<file path="src/rtl/trdb_priority_pkt.sv">
// Trace-encoder packet priority unit: branch map, last-cycle flags and resync
// counter, with a one-entry valid/ready output register.
module trdb_priority_pkt #(
  parameter int unsigned          BRANCH_MAP_LEN = 31,
  parameter int unsigned          RESYNC_W       = 16,
  parameter logic [RESYNC_W-1:0]  RESYNC_MAX     = RESYNC_W'(1024),
  parameter int unsigned          RESYNC_MODE    = 0,
  localparam int unsigned         CNT_W          = $clog2(BRANCH_MAP_LEN + 1)
) (
  input  logic                      clk_i,
  input  logic                      rst_ni,
  input  logic                      valid_i,
  output logic                      ready_o,
  input  logic                      retired_i,
  input  logic                      branch_i,
  input  logic                      branch_taken_i,
  input  logic                      exception_i,
  input  logic                      updiscon_i,
  input  logic                      first_qualified_i,
  input  logic                      privchange_i,
  input  logic                      context_change_i,
  input  logic                      enc_disabled_i,
  input  logic                      opmode_change_i,
  output logic                      packet_valid_o,
  input  logic                      packet_ready_i,
  output logic [1:0]                packet_format_o,
  output logic [1:0]                packet_subformat_o,
  output logic                      thaddr_o,
  output logic [BRANCH_MAP_LEN-1:0] branch_map_o,
  output logic [CNT_W-1:0]          branch_cnt_o,
  output logic                      resync_pend_o
);

  localparam logic [1:0] FMT_F1     = 2'd1;
  localparam logic [1:0] FMT_F2     = 2'd2;
  localparam logic [1:0] FMT_F3     = 2'd3;
  localparam logic [1:0] SF_START   = 2'd0;
  localparam logic [1:0] SF_TRAP    = 2'd1;
  localparam logic [1:0] SF_CONTEXT = 2'd2;
  localparam logic [1:0] SF_SUPPORT = 2'd3;

  // Stored context
  logic [BRANCH_MAP_LEN-1:0] map_q, map_d;
  logic [CNT_W-1:0]          cnt_q, cnt_d;
  logic                      lc_exception_q, lc_exception_d;
  logic                      lc_updiscon_q, lc_updiscon_d;
  logic [RESYNC_W-1:0]       resync_cnt_q, resync_cnt_d;
  logic                      resync_pend_q, resync_pend_d;

  // Output register
  logic                      pkt_valid_q, pkt_valid_d;
  logic [1:0]                fmt_q, fmt_d;
  logic [1:0]                sf_q, sf_d;
  logic                      thaddr_q, thaddr_d;
  logic [BRANCH_MAP_LEN-1:0] out_map_q, out_map_d;
  logic [CNT_W-1:0]          out_cnt_q, out_cnt_d;

  logic                      accept_c;
  logic [BRANCH_MAP_LEN-1:0] map_upd_c;
  logic [CNT_W-1:0]          cnt_upd_c;
  logic                      emit_c;
  logic [1:0]                fmt_c;
  logic [1:0]                sf_c;
  logic                      thaddr_c;

  assign ready_o  = !pkt_valid_q || packet_ready_i;
  assign accept_c = valid_i && ready_o;

  // Map including this beat's branch; the packet decision sees this view
  always_comb begin
    map_upd_c = map_q;
    cnt_upd_c = cnt_q;
    if (retired_i && branch_i) begin
      for (int unsigned k = 0; k < BRANCH_MAP_LEN; k++) begin
        if (cnt_q == CNT_W'(k)) begin
          map_upd_c[k] = branch_taken_i;
        end
      end
      cnt_upd_c = cnt_q + CNT_W'(1);
    end
  end

  // Priority decision, first match wins
  always_comb begin
    emit_c   = 1'b1;
    fmt_c    = 2'd0;
    sf_c     = 2'd0;
    thaddr_c = 1'b0;
    if (lc_exception_q) begin
      fmt_c    = FMT_F3;
      sf_c     = SF_TRAP;
      thaddr_c = 1'b1;
    end else if (first_qualified_i || privchange_i ||
                 (resync_pend_q && (cnt_upd_c == '0))) begin
      fmt_c = FMT_F3;
      sf_c  = SF_START;
    end else if (context_change_i) begin
      fmt_c = FMT_F3;
      sf_c  = SF_CONTEXT;
    end else if (enc_disabled_i || opmode_change_i) begin
      fmt_c = FMT_F3;
      sf_c  = SF_SUPPORT;
    end else if (lc_updiscon_q || resync_pend_q) begin
      fmt_c = (cnt_upd_c == '0) ? FMT_F2 : FMT_F1;
    end else if (cnt_upd_c == CNT_W'(BRANCH_MAP_LEN)) begin
      fmt_c = FMT_F1;
    end else begin
      emit_c = 1'b0;
    end
  end

  // Next-state for context and output register
  always_comb begin
    map_d          = map_q;
    cnt_d          = cnt_q;
    lc_exception_d = lc_exception_q;
    lc_updiscon_d  = lc_updiscon_q;
    resync_cnt_d   = resync_cnt_q;
    pkt_valid_d    = pkt_valid_q;
    fmt_d          = fmt_q;
    sf_d           = sf_q;
    thaddr_d       = thaddr_q;
    out_map_d      = out_map_q;
    out_cnt_d      = out_cnt_q;

    if (pkt_valid_q && packet_ready_i) begin
      pkt_valid_d = 1'b0;
    end

    if (accept_c) begin
      lc_exception_d = exception_i;
      lc_updiscon_d  = updiscon_i;
      pkt_valid_d    = emit_c;
      fmt_d          = fmt_c;
      sf_d           = sf_c;
      thaddr_d       = thaddr_c;
      out_map_d      = '0;
      out_cnt_d      = '0;
      if (emit_c && (fmt_c != FMT_F2)) begin
        out_map_d = map_upd_c;
        out_cnt_d = cnt_upd_c;
      end
      if (emit_c) begin
        map_d = '0;
        cnt_d = '0;
      end else begin
        map_d = map_upd_c;
        cnt_d = cnt_upd_c;
      end
      // F3 restarts the resync interval and overrides any increment
      if (emit_c && (fmt_c == FMT_F3)) begin
        resync_cnt_d = '0;
      end else if ((((RESYNC_MODE == 0) && retired_i) ||
                    ((RESYNC_MODE != 0) && emit_c)) &&
                   (resync_cnt_q != '1)) begin
        resync_cnt_d = resync_cnt_q + RESYNC_W'(1);
      end
    end

    resync_pend_d = (resync_cnt_d > RESYNC_MAX);
  end

  always_ff @(posedge clk_i) begin
    if (!rst_ni) begin
      map_q          <= '0;
      cnt_q          <= '0;
      lc_exception_q <= 1'b0;
      lc_updiscon_q  <= 1'b0;
      resync_cnt_q   <= '0;
      resync_pend_q  <= 1'b0;
      pkt_valid_q    <= 1'b0;
      fmt_q          <= '0;
      sf_q           <= '0;
      thaddr_q       <= 1'b0;
      out_map_q      <= '0;
      out_cnt_q      <= '0;
    end else begin
      map_q          <= map_d;
      cnt_q          <= cnt_d;
      lc_exception_q <= lc_exception_d;
      lc_updiscon_q  <= lc_updiscon_d;
      resync_cnt_q   <= resync_cnt_d;
      resync_pend_q  <= resync_pend_d;
      pkt_valid_q    <= pkt_valid_d;
      fmt_q          <= fmt_d;
      sf_q           <= sf_d;
      thaddr_q       <= thaddr_d;
      out_map_q      <= out_map_d;
      out_cnt_q      <= out_cnt_d;
    end
  end

  assign packet_valid_o     = pkt_valid_q;
  assign packet_format_o    = fmt_q;
  assign packet_subformat_o = sf_q;
  assign thaddr_o           = thaddr_q;
  assign branch_map_o       = out_map_q;
  assign branch_cnt_o       = out_cnt_q;
  assign resync_pend_o      = resync_pend_q;

endmodule

</file>
<file path="config.mk">
export PLATFORM = sky130hd
export DESIGN_NAME = trdb_priority_pkt
export DESIGN_NICKNAME = d
export VERILOG_FILES = /design/src/rtl/trdb_priority_pkt.sv
export SDC_FILE = /design/constraint.sdc
export NUM_CORES = 1
export LEC_CHECK = 0
export CAP_MARGIN = 20
export CELL_PAD_IN_SITES_DETAIL_PLACEMENT = 0
export CELL_PAD_IN_SITES_GLOBAL_PLACEMENT = 2
export CORE_ASPECT_RATIO = 0.5
export CORE_UTILIZATION = 30
export DETAILED_ROUTE_END_ITERATION = 16
export PLACE_DENSITY_LB_ADDON = 0.1
export SYNTH_ARGS = -nofsm -noshare
export SYNTH_HDL_FRONTEND = slang
export SYNTH_SLANG_ARGS = --single-unit
</file>
<file path="constraint.sdc">
create_clock -name clk_i -period 2.7 [get_ports clk_i]
set_input_delay 0.54 -clock clk_i [delete_from_list [all_inputs] [get_ports clk_i]]
set_output_delay 0.54 -clock clk_i [all_outputs]
set_load 0.005 [all_outputs]
</file>
==> impl_metrics.toml <==
[synthesis]
synth-main-ff-cell = "dfxtp_1"
netlist.area_leader.share_pct = 40.7
syn_avg_cell_area_sq_um = 8.10
ys_top_cells_by_area = "dfxtp_1, a22oi_1, nor2b_1"
synth_cell_types = 47
ys_seq_area_share_pct = 40.7
synth-edff-count = 0
yosysTopAreaCell = "dfxtp_1"
synth_common_cells = "dfxtp_1, nor2b_1, a22oi_1, nand2_1, nor2_1"
synth_cells = 589
synth_seq_cells = 97
async_flop_share_pct = 0
synth_warnings = 0
synth_nets = 609
synth.most_common_cell = "dfxtp_1"
synth_area_sq_mm = 0.00477

[place]
place.gp.congestion = 0.807
numPortBuffers = 57
hpwl_mm = 8.95
post_dp_cell_area_sq_mm = 0.00599
post-place-cells = 869

[global_routing]
antenna_found_initial = 0
gr-usage-all-layers_pct = 16.4
grt_pass1_wl_mm = 21.5
overflow = 0
grt_pass1_vias = 4115
grt_max_degree = 74

[die]
rows = 32
core_sq_mm = 0.0155
start_util_pct = 30.9
die_width_microns = 180
die_area_sq_mm = 0.0164
die_h_microns = 91.2
io-pin-count = 58

[timing]
min_period_ns = 2.63
tightest_slew_ns = 0.546
slew_headroom_pct = 63.6
hold_viol_final = 0
whs_ns = 0.464
finalCritPeriodShare_pct = 97.3
skew_ns = 0.0122
maxSlewViolCount = 0
timing.fmax_ghz = 0.380
setup_violations = 0

[final_layout]
stdcell_count = 887
fin_area_sq_mm = 0.00634
multi_input_area_sq_mm = 0.00266
layout.nets = 698
antenna_cells = 0
regArea_sq_mm = 0.00194
utilization_pct = 41.0
drive_gt1_share_pct = 14.2
fillers = 1558
area_growth_pct = 32.9

[clock_tree]
clock_latency_ns = 0.35
h-tree-depth = 3
cts_root_buffer = "clkbuf_16"
cts.hold.buffers_added = 0
cts_made_buffers = 9
path_clk_slew_ns = 0.07
cts_tree = "yes"
clockBufferDepth = 2
clock_sink_count = 97

[route]
ant_nets = 0
postRouteWirelength_mm = 13.0
first_iter_violations = 220
first_pass_iters = 5
num_vias = 4332
drc = 0
wl_per_cell_microns = 14.6
vias_per_cell = 4.88

[hold_path]
worstHoldStart = "branch_cnt_o[0]"
min_path_type = "reg -> reg"

[pwr]
p_total_w = 0.00299
p_per_area_mw_per_mm2 = 471
ir_worst_vdd_v = 0.000283
p_leak_nw = 2.10

[setup_path]
reg2reg_from = "cnt_q[0]"
path_buf_inv = 2
critical_path_class = "in -> reg"
worstPathMaxFanout = 8
crit_arrival_ns = 2.87
slowest_stage = "clkdlybuf4s50_1"
max_stage_delay_ns = 0.52
critPathRequiredTime_ns = 2.94
crit_chain = "clkdlybuf4s50_1 -> buf_4 -> nand3_1 -> xor2_2 -> and4b_1 -> a21boi_0 -> and3_1 -> or4_1 -> a21o_1"
startpoint = "retired_i"
startpoint_type = "input pin"
critPathCaptureType = "flip-flop"
critical_path.top_delay_family = "simple AND/OR/NAND/NOR gates"

[run]
drv_cap = 0

[outcome]
status = "finished, final reports clean"
per-stage QoR:
stage,TNS (ns),worst slack (ns)
floorplan,0,0.00451
global placement,-15.37,-0.291
detailed placement,-18.81,-0.328
CTS,0,0.0301
global route,-0.0196,-0.0196
finish,0,0.0719
state kept, by name, summed over array words and instances (netlist names):
signal              count
packet_valid_o          1
resync_cnt_q           16
map_q                  31
packet_format_o         2
resync_pend_o           1
branch_map_o           31
thaddr_o                1
cnt_q                   5
packet_subformat_o      2
lc_exception_q          1
lc_updiscon_q           1
branch_cnt_o            5
repair_timing:
| item | CTS | global route |
|---|---|---|
| resized for setup | 0 | 6 |
| buffers inserted | 0 | 2 |
| endpoints found under the setup margin | 0 | 46 |
cells in the final DEF (no fill, tap or decap), types with 2 or more instances in the layout:
cell type | netlist | final
nor2_1 | 42 | 42
nand4_1 | 4 | 4
o21ai_1 | 2 | 3
nand2b_1 | 4 | 4
a21oi_1 | 34 | 34
nor3b_1 | 3 | 2
nor3_1 | 13 | 13
nor2_2 | 2 | 2
mux2i_1 | 7 | 7
a21boi_0 | 5 | 5
a31oi_1 | 3 | 3
or3_1 | 3 | 3
xor2_1 | 6 | 5
nor4_1 | 6 | 5
a21boi_1 | 5 | 5
a211o_1 | 2 | 2
nand3_1 | 33 | 32
dfxtp_1 | 97 | 97
a22oi_1 | 67 | 67
a21o_1 | 2 | 2
nand2_1 | 65 | 64
xnor2_1 | 10 | 10
inv_1 | 5 | 5
ha_1 | 6 | 6
and2_1 | 4 | 4
inv_6 | 0 | 2
and3_1 | 6 | 6
clkbuf_16 | 0 | 9
o21a_1 | 2 | 2
nor2b_1 | 68 | 68
or4_1 | 2 | 2
o21ai_0 | 19 | 18
clkdlybuf4s50_1 | 0 | 56
buf_12 | 0 | 6
clkinvlp_4 | 0 | 2
buf_4 | 0 | 63
layer usage:
metal	global-route usage, %	part of all wire (%)
met3	4.29	2.7
met4	4.06	0.34
met5	0	0
met1	22.8	53
met2	25.0	44
power breakdown:
group / switching [W] / internal, W
registers: 0.00000605 / 0.00144
logic: 0.000113 / 0.0000949
clock network: 0.000583 / 0.000751
total: 0.000702 / 0.00229
area by class of cell:
cell class	instances	share of cell area, %
inverters	5	0.296
repair buffers	126	18.3
multi-input cells	439	42.0
clock buffers	11	3.83
clock inverters	5	0.987
flip-flops and latches	97	30.6
well taps	204	4.03
logic make-up (layout without fill, tap and decap cells):
family	count (synthesis)	in the layout	share of synthesized area, %
multiplexers	7	7	1.47
AO/OA/AOI/OAI	148	148	20.6
flip-flops	97	97	40.7
adder cells (fa/ha/maj)	6	6	1.57
AND/OR/NAND/NOR	262	262	28.4
XOR/XNOR	16	16	2.94
buffers and inverters	53	147	4.35
tightest hold or removal path: cells and delay by family, from the launching register on:
family             cells  cell delay, ns
AOI/OAI and AO/OA      1            0.05
DFF                    1            0.31
and+or+nand+nor        1            0.06
worst paths after layout:
kind / endpoint / slack [ns] / cells after the start
setup / recovery: resync_pend_o / 0.07 / 9
hold / removal: branch_cnt_o[0] / 0.46 / 2
setup reg to reg: resync_pend_o / 0.09 / 10
hold reg to reg: branch_cnt_o[0] / 0.46 / 2
Power figures use the tool's default switching activity.
==> variant, RTL diff (same flow settings) <==
Put one more register stage on the output `branch_cnt_o`, without a reset. The value now appears one clock later. The other outputs are not delayed to match.
--- a/src/rtl/trdb_priority_pkt.sv
+++ b/src/rtl/trdb_priority_pkt.sv
@@ -195,7 +195,9 @@
   assign packet_subformat_o = sf_q;
   assign thaddr_o           = thaddr_q;
   assign branch_map_o       = out_map_q;
-  assign branch_cnt_o       = out_cnt_q;
+  always_ff @(posedge clk_i) begin
+    branch_cnt_o <= out_cnt_q;
+  end
   assign resync_pend_o      = resync_pend_q;
 
 endmodule
Check against the original RTL: not equivalent (a bounded check fails within 4 cycles, from zero or initial values and one cycle with rst_ni low).
==> variant against the unedited design <==
- routed wire length rose by 2.2%
- fmax grew 1.9%
- total power grew 3.7%
- worst setup slack gained 0.048 ns
- sequential cell count rose by 5
- clock power rose by 3%
- final cell count increased by 2.4%
- area after synthesis is 4.0% higher
- non-clock buffer count down 12
- count of clock-buffer cells in the layout increased by 1
- critical endpoint unchanged
- first-iteration DRC count rose by 2.3%
- highest routed layer unchanged
- design area up 1.6%
- via count grew 0.32%
==> variant: results (changes against the unedited design) <==
stage,metric,value,unit,change
routing,wirelength,13230,um,+2.2%
critical_path,worst-r2r-setup-slack,0.12,ns,+0.03 ns
placement,hpwl,8906,um,-0.48%
routing,wl_met1,7011,um,+2.5%
placement,dpl_worst_slack,-0.2434,ns,+0.08502 ns
finish,num-multi-input-gates,450,,+2.5%
finish,multi_input_area_share,0.4227,,+0.003141
routing,wl_met3,460,um,+29%
global_routing,grt_pass1_wl,21620,um,+0.71%
hold_path,hold_path.startpoint,out_cnt_q[4],,
finish,numSequentialCells,102,,+5.2%
hold_path,holdPathEnd,branch_cnt_o[4],,
global_routing,grt_use_met1,0.2271,,-0.001276
logic_synthesis,synthTopCellsByCount,"dfxtp_1, nand2_1, nor2b_1",,
logic_synthesis,netlist-cell-type-count,54,,+15%
finish,seq_area_frac,0.3177,,+0.01137
finish,seqCellArea,2047,um2,+5.4%
power_and_ir_drop,irDropWorstVdd,0.2806,mV,-0.81%
logic_synthesis,syn_inst,605,,+2.7%
global_routing,grtUsageTotal,0.1627,,-0.001421
logic_synthesis,yosys-top-cells-area,"dfxtp_1, a22oi_1, nor2b_1",,
critical_path,path_class,reg -> reg,,
finish,clock_buffers,12,,+1
finish,final-clk-cell-share,0.04796,,-0.0001936
clocking,h-tree-depth,3,,unchanged
placement,gp_congestion,0.7487,,-7.2%
critical_path,slowest_stage,or4_1,,
power_and_ir_drop,p_leak,2.144,nW,+1.9%
global_routing,grtUsageMet2,0.2509,,+0.0006240
die,tap_cells,221,,+8.3%
global_routing,first_global_vias,4069,,-1.1%
timing,fmax,387.5,MHz,+1.9%
routing,dr_wl_met2,5670,um,-0.72%
routing,drtIter0Drc,225,,+2.3%
run_status,status,"finished, final reports clean",,
routing,viasPerCell,4.786,,-2.0%
routing,vias,4346,,+0.32%
finish,n_fill_cell,1634,,+4.9%
placement,placed_area,6132,um2,+2.4%
finish,buffers_excl_clock,114,,-9.5%
global_routing,grt_max_degree,68,,-8.1%
timing,worstMarginPinSlew,0.6407,ns,+0.09512 ns
global_routing,met3_usage,0.04247,,-0.0004507
timing,fin_skew,0.01166,ns,-0.0005199 ns
timing,timing.hold.ws,0.3532,ns,-0.1107 ns
finish,buf_share,0.1658,,-0.01693
finish,drive_gt1_frac,0.1295,,-0.01247
routing,first_pass_iters,4,,-1
critical_path,crit_arrival,2.83,ns,-0.04 ns
placement,place_inst,892,,+2.6%
logic_synthesis,syn_nets,625,,+2.6%
critical_path,critPathMaxFanout,4,,-4
critical_path,max_stage_delay,0.41,ns,-0.11 ns
logic_synthesis,seq_area_frac_synth,0.4114,,+0.004472
finish,nets,702,,+0.57%
placement,port_buffers,57,,unchanged
-- variant: cell types whose count changed in the layout (fill, tap and decap cells not counted), sizes merged, moves of 3 or more --
cell / change
nand2: +23
buf: -12
o21ai: -12
nor2: -10
nand3: +6
dfxtp: +5
a21oi: -4
nand4: +3
-- variant: cell families (layout without fill, tap and decap cells) --
logic type | after synthesis | count (layout) | share of synthesized area
AO/OA/AOI/OAI | 134 | 134 | 0.1873
XOR/XNOR | 20 | 20 | 0.03529
adder cells (fa/ha/maj) | 6 | 6 | 0.01512
buffers and inverters | 53 | 135 | 0.04437
flip-flops | 102 | 102 | 0.4114
multiplexers | 7 | 7 | 0.01412
AND/OR/NAND/NOR | 283 | 283 | 0.2924
-- variant: power groups by stage --
stage	Sequential (W)	Combinational (W)	Clock, W
6_report	0.00152	0.000211	0.00137
5_1_grt	0.00152	0.000232	0.00148
4_1_cts	0.00152	0.000216	0.00142
3_5_place_dp	0.00155	0.000215	0
3_3_place_gp	0.00155	0.000216	0
2_1_floorplan	0.00155	0.000110	0
